### src/rtl/at_command_responder_if.sv
// -----------------------------------------------------------------------------
// at_command_responder_if
// Bundles the sequencer handshake and the UART byte interfaces of the AT
// command responder.
//   command_1     : command index from the comms sequencer
//   start         : request level from the comms sequencer
//   ready_command : 1 = idle/done, 0 = command running
//   cmd_error     : status of the last command (1 = ERROR/timeout/invalid)
//   tx_data       : byte for the UART transmitter
//   tx_start      : one-cycle send strobe
//   tx_busy       : UART transmitter busy
//   rx_data       : byte from the UART receiver
//   rx_valid      : one-cycle strobe qualifying rx_data
// slave  : the responder's view; master : the environment's view.
// -----------------------------------------------------------------------------
interface at_command_responder_if;
  logic [2:0] command_1;
  logic       start;
  logic       ready_command;
  logic       cmd_error;
  logic [7:0] tx_data;
  logic       tx_start;
  logic       tx_busy;
  logic [7:0] rx_data;
  logic       rx_valid;

  modport slave (
    input  command_1, start, tx_busy, rx_data, rx_valid,
    output ready_command, cmd_error, tx_data, tx_start
  );

  modport master (
    output command_1, start, tx_busy, rx_data, rx_valid,
    input  ready_command, cmd_error, tx_data, tx_start
  );
endinterface

### src/rtl/at_command_responder.sv
// -----------------------------------------------------------------------------
// at_command_responder
// Runs one indexed AT command: streams the command string from a fixed ROM to
// the UART transmitter byte by byte, then waits for "OK\r\n" or "ERROR" on the
// receive stream, bounded by a timeout.
// Ports:
//   clk : system clock
//   rst : synchronous reset, active-high
//   bus : at_command_responder_if.slave (sequencer handshake + UART tx/rx)
// Parameters:
//   TIMEOUT_CYCLES : response wait limit in clk cycles (26-bit counter)
//   BUSY_GUARD     : cycles allowed for tx_busy to rise after tx_start
// -----------------------------------------------------------------------------
module at_command_responder #(
  parameter int unsigned TIMEOUT_CYCLES = 32'd50000000,
  parameter int unsigned BUSY_GUARD     = 32'd4
) (
  input  logic                   clk,
  input  logic                   rst,
  at_command_responder_if.slave  bus
);

  typedef enum logic [2:0] {
    S_IDLE      = 3'd0,
    S_LOAD      = 3'd1,
    S_SEND      = 3'd2,
    S_WAIT_HI   = 3'd3,
    S_WAIT_LO   = 3'd4,
    S_WAIT_RESP = 3'd5,
    S_DONE      = 3'd6
  } state_t;

  // Command strings, left-aligned in 13-byte rows (byte 0 in the top bits).
  localparam logic [103:0] CMD0 = {"AT", 8'h0D, 8'h0A, 72'h0};
  localparam logic [103:0] CMD1 = {"ATE0", 8'h0D, 8'h0A, 56'h0};
  localparam logic [103:0] CMD2 = {"AT+CWMODE=1", 8'h0D, 8'h0A};
  localparam logic [103:0] CMD3 = {"AT+CIPMUX=0", 8'h0D, 8'h0A};

  // The DONE state consumes the final cycle of the wait, so the counter is
  // loaded one short: ready_command rises exactly TIMEOUT_CYCLES after entry.
  localparam logic [25:0] RESP_LOAD  = 26'(TIMEOUT_CYCLES - 32'd1);
  localparam logic [7:0]  GUARD_LAST = 8'(BUSY_GUARD - 32'd1);

  state_t      state_r;
  logic [2:0]  cmd_r;
  logic [2:0]  last_cmd_r;
  logic        last_valid_r;
  logic        start_prev_r;
  logic [3:0]  byte_idx_r;
  logic [7:0]  guard_r;
  logic [25:0] resp_cnt_r;
  logic [2:0]  ok_pos_r;
  logic [2:0]  err_pos_r;
  logic        ready_r;
  logic        err_r;
  logic [7:0]  tx_data_r;
  logic        tx_start_r;

  logic        accept_s;
  logic        last_byte_s;
  logic [2:0]  ok_next_s;
  logic [2:0]  err_next_s;

  function automatic logic [3:0] rom_len(input logic [2:0] cmd);
    logic [3:0] len;
    case (cmd)
      3'd0:    len = 4'd4;
      3'd1:    len = 4'd6;
      3'd2:    len = 4'd13;
      3'd3:    len = 4'd13;
      default: len = 4'd0;
    endcase
    return len;
  endfunction

  function automatic logic [7:0] rom_byte(input logic [2:0] cmd, input logic [3:0] idx);
    logic [103:0] row;
    logic [6:0]   top;
    case (cmd)
      3'd0:    row = CMD0;
      3'd1:    row = CMD1;
      3'd2:    row = CMD2;
      3'd3:    row = CMD3;
      default: row = 104'd0;
    endcase
    top = 7'd103 - {idx, 3'b000};
    return row[top -: 8];
  endfunction

  // "OK\r\n" matcher step; returns 4 on a full match.
  function automatic logic [2:0] ok_step(input logic [2:0] pos, input logic [7:0] b);
    logic [7:0] want;
    logic [2:0] nxt;
    case (pos)
      3'd0:    want = 8'h4F;
      3'd1:    want = 8'h4B;
      3'd2:    want = 8'h0D;
      3'd3:    want = 8'h0A;
      default: want = 8'h00;
    endcase
    if (b == want) nxt = pos + 3'd1;
    else if (b == 8'h4F) nxt = 3'd1;
    else nxt = 3'd0;
    return nxt;
  endfunction

  // "ERROR" matcher step; returns 5 on a full match.
  function automatic logic [2:0] err_step(input logic [2:0] pos, input logic [7:0] b);
    logic [7:0] want;
    logic [2:0] nxt;
    case (pos)
      3'd0:    want = 8'h45;
      3'd1:    want = 8'h52;
      3'd2:    want = 8'h52;
      3'd3:    want = 8'h4F;
      3'd4:    want = 8'h52;
      default: want = 8'h00;
    endcase
    if (b == want) nxt = pos + 3'd1;
    else if (b == 8'h45) nxt = 3'd1;
    else nxt = 3'd0;
    return nxt;
  endfunction

  // Acceptance qualifier, last-byte detect and matcher look-ahead.
  always_comb begin
    accept_s    = 1'b0;
    ok_next_s   = ok_step(ok_pos_r, bus.rx_data);
    err_next_s  = err_step(err_pos_r, bus.rx_data);
    last_byte_s = (byte_idx_r == (rom_len(cmd_r) - 4'd1));
    if (bus.start && (!start_prev_r || (bus.command_1 != last_cmd_r) || !last_valid_r)) begin
      accept_s = 1'b1;
    end else begin
      accept_s = 1'b0;
    end
  end

  // Command FSM: acceptance, byte transmit handshake, response wait.
  always_ff @(posedge clk) begin
    if (rst) begin
      state_r      <= S_IDLE;
      cmd_r        <= 3'd0;
      last_cmd_r   <= 3'b111;
      last_valid_r <= 1'b0;
      start_prev_r <= 1'b0;
      byte_idx_r   <= 4'd0;
      guard_r      <= 8'd0;
      resp_cnt_r   <= 26'd0;
      ok_pos_r     <= 3'd0;
      err_pos_r    <= 3'd0;
      ready_r      <= 1'b1;
      err_r        <= 1'b0;
      tx_data_r    <= 8'd0;
      tx_start_r   <= 1'b0;
    end else begin
      start_prev_r <= bus.start;
      tx_start_r   <= 1'b0;
      case (state_r)
        S_IDLE: begin
          if (accept_s) begin
            cmd_r   <= bus.command_1;
            ready_r <= 1'b0;
            if (bus.command_1[2] == 1'b0) begin
              state_r <= S_LOAD;
            end else begin
              // Indices 4-7 have no ROM entry: finish immediately with error.
              err_r   <= 1'b1;
              state_r <= S_DONE;
            end
          end
        end
        S_LOAD: begin
          err_r      <= 1'b0;
          byte_idx_r <= 4'd0;
          state_r    <= S_SEND;
        end
        S_SEND: begin
          if (!bus.tx_busy) begin
            tx_data_r  <= rom_byte(cmd_r, byte_idx_r);
            tx_start_r <= 1'b1;
            guard_r    <= 8'd0;
            state_r    <= S_WAIT_HI;
          end
        end
        S_WAIT_HI: begin
          // A transmitter that never raises busy must not stall the command.
          if (bus.tx_busy || (guard_r == GUARD_LAST)) begin
            state_r <= S_WAIT_LO;
          end else begin
            guard_r <= guard_r + 8'd1;
          end
        end
        S_WAIT_LO: begin
          if (!bus.tx_busy) begin
            if (last_byte_s) begin
              ok_pos_r   <= 3'd0;
              err_pos_r  <= 3'd0;
              resp_cnt_r <= RESP_LOAD;
              state_r    <= S_WAIT_RESP;
            end else begin
              byte_idx_r <= byte_idx_r + 4'd1;
              state_r    <= S_SEND;
            end
          end
        end
        S_WAIT_RESP: begin
          // A match on the final counter cycle still counts as a match.
          if (bus.rx_valid && (ok_next_s == 3'd4)) begin
            err_r   <= 1'b0;
            state_r <= S_DONE;
          end else if (bus.rx_valid && (err_next_s == 3'd5)) begin
            err_r   <= 1'b1;
            state_r <= S_DONE;
          end else if (resp_cnt_r <= 26'd1) begin
            resp_cnt_r <= 26'd0;
            err_r      <= 1'b1;
            state_r    <= S_DONE;
          end else begin
            resp_cnt_r <= resp_cnt_r - 26'd1;
            if (bus.rx_valid) begin
              ok_pos_r  <= ok_next_s;
              err_pos_r <= err_next_s;
            end
          end
        end
        S_DONE: begin
          ready_r      <= 1'b1;
          last_cmd_r   <= cmd_r;
          last_valid_r <= 1'b1;
          state_r      <= S_IDLE;
        end
        default: begin
          state_r <= S_IDLE;
        end
      endcase
    end
  end

  assign bus.ready_command = ready_r;
  assign bus.cmd_error     = err_r;
  assign bus.tx_data       = tx_data_r;
  assign bus.tx_start      = tx_start_r;

endmodule

### src/flat_wrapper.sv
// flat-port wrapper written by rule: the top's interface ports become plain ports
module at_command_responder_flat 
#(
  parameter int unsigned TIMEOUT_CYCLES = 32'd50000000,
  parameter int unsigned BUSY_GUARD     = 32'd4
)
  (clk, rst, bus_command_1, bus_start, bus_tx_busy, bus_rx_data, bus_rx_valid, bus_ready_command, bus_cmd_error, bus_tx_data, bus_tx_start);
  at_command_responder_if bus_i ();
  input  logic clk;
  input  logic rst;
  input wire logic [$bits(bus_i.command_1)-1:0] bus_command_1;
  input wire logic [$bits(bus_i.start)-1:0] bus_start;
  input wire logic [$bits(bus_i.tx_busy)-1:0] bus_tx_busy;
  input wire logic [$bits(bus_i.rx_data)-1:0] bus_rx_data;
  input wire logic [$bits(bus_i.rx_valid)-1:0] bus_rx_valid;
  output wire logic [$bits(bus_i.ready_command)-1:0] bus_ready_command;
  output wire logic [$bits(bus_i.cmd_error)-1:0] bus_cmd_error;
  output wire logic [$bits(bus_i.tx_data)-1:0] bus_tx_data;
  output wire logic [$bits(bus_i.tx_start)-1:0] bus_tx_start;
  assign bus_i.command_1 = bus_command_1;
  assign bus_i.start = bus_start;
  assign bus_i.tx_busy = bus_tx_busy;
  assign bus_i.rx_data = bus_rx_data;
  assign bus_i.rx_valid = bus_rx_valid;
  assign bus_ready_command = bus_i.ready_command;
  assign bus_cmd_error = bus_i.cmd_error;
  assign bus_tx_data = bus_i.tx_data;
  assign bus_tx_start = bus_i.tx_start;
  at_command_responder #(.TIMEOUT_CYCLES(TIMEOUT_CYCLES), .BUSY_GUARD(BUSY_GUARD)) u_core (.clk(clk), .rst(rst), .bus(bus_i));
endmodule
### config.mk
export PLATFORM = sky130hd
export DESIGN_NAME = at_command_responder_flat
export DESIGN_NICKNAME = d
export VERILOG_FILES = /design/src/rtl/at_command_responder_if.sv /design/src/rtl/at_command_responder.sv /design/src/flat_wrapper.sv
export SDC_FILE = /design/constraint.sdc
export NUM_CORES = 1
export LEC_CHECK = 0
export CAP_MARGIN = 20
export CORE_ASPECT_RATIO = 1.5
export CORE_MARGIN = 2
export CORE_UTILIZATION = 25
export DETAILED_ROUTE_END_ITERATION = 8
export HOLD_SLACK_MARGIN = 0.05
export SKIP_LAST_GASP = 1
export SYNTH_ARGS = -nofsm -noshare
export SYNTH_HDL_FRONTEND = slang
export SYNTH_SLANG_ARGS = --single-unit
export TNS_END_PERCENT = 100
### constraint.sdc
create_clock -name clk -period 3 [get_ports clk]
set_clock_uncertainty 0.2 [all_clocks]
set_input_delay 0.3 -clock clk [delete_from_list [all_inputs] [get_ports clk]]
set_output_delay 0.3 -clock clk [all_outputs]
set_load 0.02 [all_outputs]
### Word level (Yosys, flattened, before mapping)

Index checks and enable logic that the tools add are counted.

| storage, ports and cells | value |
|---|---|
| output and inout port bits | 11 |
| bits in registers | 66 |
| input bits | 16 |
| word-level logic and storage cells | 147 |

| operators by class | value |
|---|---|
| multiplexer cells | 55 |
| reductions and logical operators | 29 |
| $add $sub $neg | 7 |
| bitwise gates (word level) | 2 |
| equality and inequality tests | 38 |
| shifts and indexed selects | 1 |
| magnitude comparators | 1 |

Operators by type and width:

| cell | count |
|---|---|
| 103-bit one-hot mux with 4 select lines | 1 |
| 104-bit 2-to-1 mux | 3 |
| 26-bit 2-to-1 mux | 5 |
| 111-bit by 8-bit variable part select with 8-bit output | 1 |
| 3-bit 2-to-1 mux | 21 |
| 26-bit one-hot mux with 2 select lines | 1 |
| 7-bit one-hot mux with 4 select lines | 1 |
| 26-bit by 1-bit <= comparator with 1-bit output, second input constant | 1 |
| 26-bit by 1-bit subtractor with 26-bit output, second input constant | 1 |
| 3-bit by 2-bit equality test with 1-bit output, second input constant | 8 |
| 7-bit one-hot mux with 3 select lines | 1 |
| 3-bit equality test, second input constant | 6 |
| 2-bit != test, second input constant | 9 |
| 3-bit one-hot mux with 6 select lines | 1 |
| 8-bit by 7-bit equality test with 1-bit output | 2 |
| 8-bit by 7-bit equality test with 1-bit output, second input constant | 2 |
| 8-bit 2-to-1 mux | 2 |
| 8-bit one-hot mux with 2 select lines | 1 |
| 3-bit by 1-bit equality test with 1-bit output, second input constant | 4 |
| 3-bit logical NOT | 4 |
| 3-bit one-hot mux with 2 select lines | 2 |
| 4-bit one-hot mux with 3 select lines | 1 |
| 1-bit 2-to-1 mux | 10 |
| 5-bit AND reduction | 2 |
| 26 further kinds | 43 |

### Depth between registers and ports, before layout

| depth | value |
|---|---|
| depth after elaboration | 10 |
| mapped depth | 12 |
| gate-level depth less buffers | 10 |

### Worst setup path after synthesis

No wires, ideal clock.

| timing path | value |
|---|---|
| path kind | register to register |
| start point | register u_core.cmd_r[0] |
| end point | register u_core.resp_cnt_r[22] |
| clock period less this slack | 3.136 ns |
| slack | -0.136 ns |
| data arrival time | 2.806 ns |
| library setup time | 0.130 ns |
| stages on the path, launching flop included | 12 |
| cell sequence | dfxtp_1 > clkbuf_1 > nor2b_1 > nand2b_1 > ha_1 > xnor2_1 > or3_1 > nor4_1 > nor2_1 > or3_1 > o211ai_1 > o31ai_1 |

| on the way | value |
|---|---|
| longest elaborated chain between the ends | 7 |
| elaborated cells on any way between the ends | 10 |

RTL lines:

| item | line | text |
|---|---|---|
| start: declaration | at_command_responder.sv:45 | `logic [2:0] cmd_r;` |
| start signal: assignment | at_command_responder.sv:161 | `cmd_r <= bus.command_1;` |
| 3-bit by 2-bit equality test with 1-bit output | at_command_responder.sv:66 | `case (cmd)` |
| 2-bit OR reduction (no source line) | -- |  |
| 4-bit one-hot mux with 3 select lines (*) | at_command_responder.sv:66 |  |
| 4-bit by 1-bit subtractor with 4-bit output (*) | at_command_responder.sv:130 | `last_byte_s = (byte_idx_r == (rom_len(cmd_r) - 4'd1));` |
| 4-bit equality test (*) | at_command_responder.sv:130 |  |
| 2-bit by 1-bit != test with 1-bit output (no source line) (*) | -- |  |
| 5-bit AND reduction (no source line) (*) | -- |  |
| end signal: assignment | at_command_responder.sv:219 | `resp_cnt_r <= resp_cnt_r - 26'd1;` |
| end: declaration | at_command_responder.sv:51 | `logic [25:0] resp_cnt_r;` |

Mark *: on every way between the ends. The rest lies on a longest branch, timed or not.
A chain may end at the register's enable or synchronous reset.

### Final worst setup path

| timing path | value |
|---|---|
| start point | register u_core.ok_pos_r[0] |
| end point | register u_core.resp_cnt_r[3] |

| on the way | value |
|---|---|
| longest elaborated chain between the ends | 8 |
| elaborated cells on any way between the ends | 12 |

RTL lines:

| item | line | text |
|---|---|---|
| start: declaration | at_command_responder.sv:52 | `logic [2:0] ok_pos_r;` |
| start signal: assignment | at_command_responder.sv:221 | `ok_pos_r <= ok_next_s;` |
| 3-bit by 2-bit equality test with 1-bit output (tied with other cells) | at_command_responder.sv:94 | `case (pos)` |
| 7-bit one-hot mux with 4 select lines | at_command_responder.sv:94 |  |
| 8-bit by 7-bit equality test with 1-bit output | at_command_responder.sv:101 | `if (b == want) nxt = pos + 3'd1;` |
| 3-bit 2-to-1 mux (*) | at_command_responder.sv:101 |  |
| 3-bit equality test (*) | at_command_responder.sv:208 | `if (bus.rx_valid && (ok_next_s == 3'd4)) begin` |
| 1-bit logical AND (*) | at_command_responder.sv:208 |  |
| 2-bit != test (no source line) (*) | -- |  |
| 5-bit AND reduction (no source line) (*) | -- |  |

Marked as above.

==> metrics.json <==
{
  "worst_setup_path": {
    "worstSetupStartpointType": "flip-flop",
    "critPathMaxStageDelay_ps": 410,
    "critPathArrivalTime_ps": 2890,
    "critical_path.max_fanout": 16,
    "cp_max_delay_cell": "sky130_fd_sc_hd__dfxtp_1",
    "worstRegToRegCells": 10,
    "crit_type": "reg -> reg",
    "worstPathCellList": "inv_1 > ha_1 > or2_2 > mux2_2 > o22ai_1 > nand4b_1 > and3_4 > nor2_4 > buf_12 > o32ai_1",
    "required_ps": 3000,
    "rr_startpoint": "u_core.ok_pos_r[0]",
    "rrSetupSlack_ps": 120,
    "r2r_end": "u_core.resp_cnt_r[3]",
    "worst_setup_path_end_kind": "flip-flop"
  },
  "detailed_routing": {
    "detailedRoute.firstPassIterationCount": 5,
    "antenna_left": 0,
    "wirelength_um": 14000,
    "via_count": 4750,
    "drt_first_iter_violations": 363,
    "drt-vias-per-instance": 5.37,
    "post-route-drc-count": 0,
    "routed_wirelength_normalized_by_instance_count_um": 15.9
  },
  "synthesis": {
    "synthAdderAreaFrac_pct": 5.24,
    "async_reset_ff_share_pct": 0,
    "largest_family_of_logic_cells_by_synthesized_area": "simple AND/OR/NAND/NOR gates",
    "yosysTopAreaCell": "sky130_fd_sc_hd__dfxtp_1",
    "post_synth_main_area_contributors": "sky130_fd_sc_hd__dfxtp_1 (29%), sky130_fd_sc_hd__a21oi_1 (6.2%), sky130_fd_sc_hd__nor2_1 (6.0%), sky130_fd_sc_hd__ha_1 (5.2%), sky130_fd_sc_hd__nand2_1 (4.4%)",
    "synth-seq-cells": 65,
    "synth.yosys.seq_area_share_pct": 28.7,
    "syn_area_sq_um": 4540,
    "synthFlopType": "sky130_fd_sc_hd__dfxtp_1",
    "synth.lib_cells_used.distinct": 72,
    "yosys.area_share.simple_pct": 27.9,
    "synth_xor_area_share_pct": 3.48,
    "postSynthCellCount": 607,
    "yosysWarnings": 0,
    "number_of_enable_flip_flop_cells_after_synthesis": 0,
    "synth-compound-area-share_pct": 25.8,
    "post_synth.cell_area_avg_sq_um": 7.47,
    "yosys-mux-area-fraction_pct": 2.51,
    "yosys.area.top_type_share_pct": 28.7,
    "synth_nets": 642
  },
  "clock_tree": {
    "clk-insertion-delay-late_ps": 340,
    "buffer_type_at_the_clock_tree_root": "sky130_fd_sc_hd__clkbuf_16",
    "clock-sinks": 65,
    "htree_num_levels": 3,
    "ctsLongestPathBuffers": 2,
    "clk_pin_slew_worst_paths_ps": 60,
    "cts_tree": "done",
    "cts-buffers-inserted": 9,
    "postCtsHoldBufs": 0
  },
  "sta": {
    "fmax_mhz": 347,
    "finalCritPeriodShare_pct": 96.0,
    "min_cycle_time_layout_ps": 2880,
    "finalMaxSlewViolations": 0,
    "report.final.setup_viol": 0,
    "tightestPinTransition_ps": 614,
    "slew_headroom_pct": 58.0,
    "timing.setup.tns_ps": 0,
    "timing.final.hold_violations": 0
  },
  "global_route": {
    "gr-max-usage-layer": "met2",
    "grtUsageMet2_pct": 28.0,
    "grt_first_pass_wirelength_um": 23000,
    "use_met3_pct": 2.40,
    "met1_track_usage_gr_pct": 15.4,
    "antenna_found_initial": 0,
    "number_of_global_route_vias_before_repair": 4601,
    "grt_start_max_net_pins": 31,
    "grt_overflow_total": 0,
    "grtUsageTotal_pct": 14.8
  },
  "pwr": {
    "power.density_nw_per_um2": 721,
    "leakage_nw": 2.16,
    "power.total_mw": 4.14,
    "irDropWorstVdd_mv": 0.292
  },
  "placed_design": {
    "globalplace.congestion": 0.858,
    "post-dp-hpwl_um": 10600,
    "portBuffers": 25
  },
  "floorplan": {
    "floorplan.io_pins": 27,
    "die_h_um": 169,
    "core-area_sq_um": 17900,
    "initial_core_util_pct": 25.4,
    "standard_cell_rows": 60,
    "die_area_sq_um": 19300,
    "chipWidth_um": 114
  },
  "job": {
    "maxCapViolCount": 0
  },
  "worst_hold_path": {
    "worst_hold_path_type": "in -> reg",
    "destination_of_the_worst_hold_path": "u_core.last_valid_r",
    "timing.hold.worst_path_depth": 2,
    "worst_hold_startpoint": "rst"
  },
  "final_layout": {
    "area_growth_pct": 26.6,
    "share_of_layout_cells_above_drive_strength_1_pct": 15.7,
    "final_net_count": 697,
    "fillerInstances": 1898,
    "insertedDiodeCount": 0,
    "layout.cells.most_common": "sky130_fd_sc_hd__nor2_1",
    "layout_common_cells": "sky130_fd_sc_hd__nor2_1 (71), sky130_fd_sc_hd__dfxtp_1 (65), sky130_fd_sc_hd__buf_4 (56)"
  },
  "run_status": {
    "run_status": "completed"
  }
}
worst max path at each step:
stage / startpoint / end / slack (ps) / cells past startpoint
finish: u_core.ok_pos_r[0] / u_core.resp_cnt_r[3] / 120 / 10
global route: u_core.cmd_r[0] / u_core.resp_cnt_r[13] / -10 / 11
CTS: u_core.cmd_r[2] / u_core.resp_cnt_r[19] / 10 / 10
detailed placement: bus_rx_data[3] / u_core.resp_cnt_r[16] / 8 / 9
global placement: bus_rx_data[3] / u_core.resp_cnt_r[16] / -20 / 9
floorplan: u_core.cmd_r[0] / u_core.resp_cnt_r[22] / 10 / 11
what timing repair did:
action                     in CTS  in global routing
setup buffers                   0                  1
pin swaps                       0                  3
gates resized for setup         1                 18
setup endpoints to repair       2                 28
state kept, by name (all words and copies together), names as in the netlist:
name                      count
u_core.resp_cnt_r            26
u_core.guard_r                8
u_core.bus.tx_data            7
u_core.byte_idx_r             4
u_core.cmd_r                  3
u_core.err_pos_r              3
u_core.last_cmd_r             3
u_core.ok_pos_r               3
u_core.state_r                3
u_core.bus.cmd_error          1
u_core.bus.ready_command      1
u_core.bus.tx_start           1
u_core.last_valid_r           1
u_core.start_prev_r           1
kinds of logic after synthesis:
logic type,after synthesis
adder cells (fa/ha/maj),19
XOR/XNOR,18
AND/OR/NAND/NOR,250
AO/OA/AOI/OAI,177
multiplexers,11
flip-flops,65
other,1
buffers and inverters,66
per-layer routing:
metal	vias to the layer above	wire, um
met1	2243	5400
met5	-	0
met2	127	7620
met4	0	565
li1	2342	-
met3	38	459
per-stage QoR:
stage	worst slack, ps	instances	hold WS (ps)	cell area [sq um]	util (%)
global placement	-20.4	867	248	5330	29.8
global route	-12.1	884	172	5740	32.1
detailed placement	8.24	867	250	5330	29.8
floorplan	11.5	607	228	4550	-
CTS	14.9	883	149	5660	31.7
finish	120	884	165	5740	32.1
final cells by class:
type                       instances  area [sq um]  area share [%]
multi-input combinational        476          3040            53.0
sequential                        65          1300            22.7
timing repair buffer              83           706            12.3
tap                              217           272            4.73
clock buffer                      11           243            4.23
inverter                          27           101            1.77
clock inverter                     5          78.8            1.37
where the power goes:
group	internal (mW)	total (mW)	leakage, nW	switching [mW]
clock network	0.749	1.16	0.159	0.413
registers	0.955	1.06	0.526	0.102
logic	0.709	1.92	1.47	1.21
critical path: cells and delay by family (launching register included):
kind / cells / cell delay (ps)
DFF: 1 / 410
buffers and inverters: 2 / 230
AOI/OAI and AO/OA: 2 / 340
adders and majority gates: 1 / 230
muxes: 1 / 270
and+or+nand+nor: 4 / 1060
synthesized netlist by cell type (3+ instances only):
library cell and count:
sky130_fd_sc_hd__nor2_1 72, sky130_fd_sc_hd__nor4b_1 4, sky130_fd_sc_hd__o21a_1 3, sky130_fd_sc_hd__nor2b_1 8
sky130_fd_sc_hd__a211oi_1 5, sky130_fd_sc_hd__o21bai_1 3, sky130_fd_sc_hd__dfxtp_1 65, sky130_fd_sc_hd__nand3_1 21
sky130_fd_sc_hd__xor2_1 12, sky130_fd_sc_hd__a21oi_1 56, sky130_fd_sc_hd__nand2_1 53, sky130_fd_sc_hd__o211ai_1 7
sky130_fd_sc_hd__o41ai_1 3, sky130_fd_sc_hd__o32ai_1 12, sky130_fd_sc_hd__nor4_1 8, sky130_fd_sc_hd__a31oi_1 18
sky130_fd_sc_hd__o22ai_1 3, sky130_fd_sc_hd__mux2i_1 8, sky130_fd_sc_hd__nor3_1 23, sky130_fd_sc_hd__o31ai_1 10
sky130_fd_sc_hd__clkbuf_1 29, sky130_fd_sc_hd__mux2_2 3, sky130_fd_sc_hd__and3_1 7, sky130_fd_sc_hd__or3_1 12
sky130_fd_sc_hd__a22oi_1 3, sky130_fd_sc_hd__nand4_1 8, sky130_fd_sc_hd__o311ai_0 7, sky130_fd_sc_hd__and4_1 3
sky130_fd_sc_hd__inv_1 26, sky130_fd_sc_hd__xnor2_1 6, sky130_fd_sc_hd__buf_6 4, sky130_fd_sc_hd__nand2b_1 6
sky130_fd_sc_hd__and2_1 3, sky130_fd_sc_hd__or4_1 4, sky130_fd_sc_hd__o21ai_0 27, sky130_fd_sc_hd__buf_2 4
sky130_fd_sc_hd__ha_1 19
(Power assumes the default switching activity.)
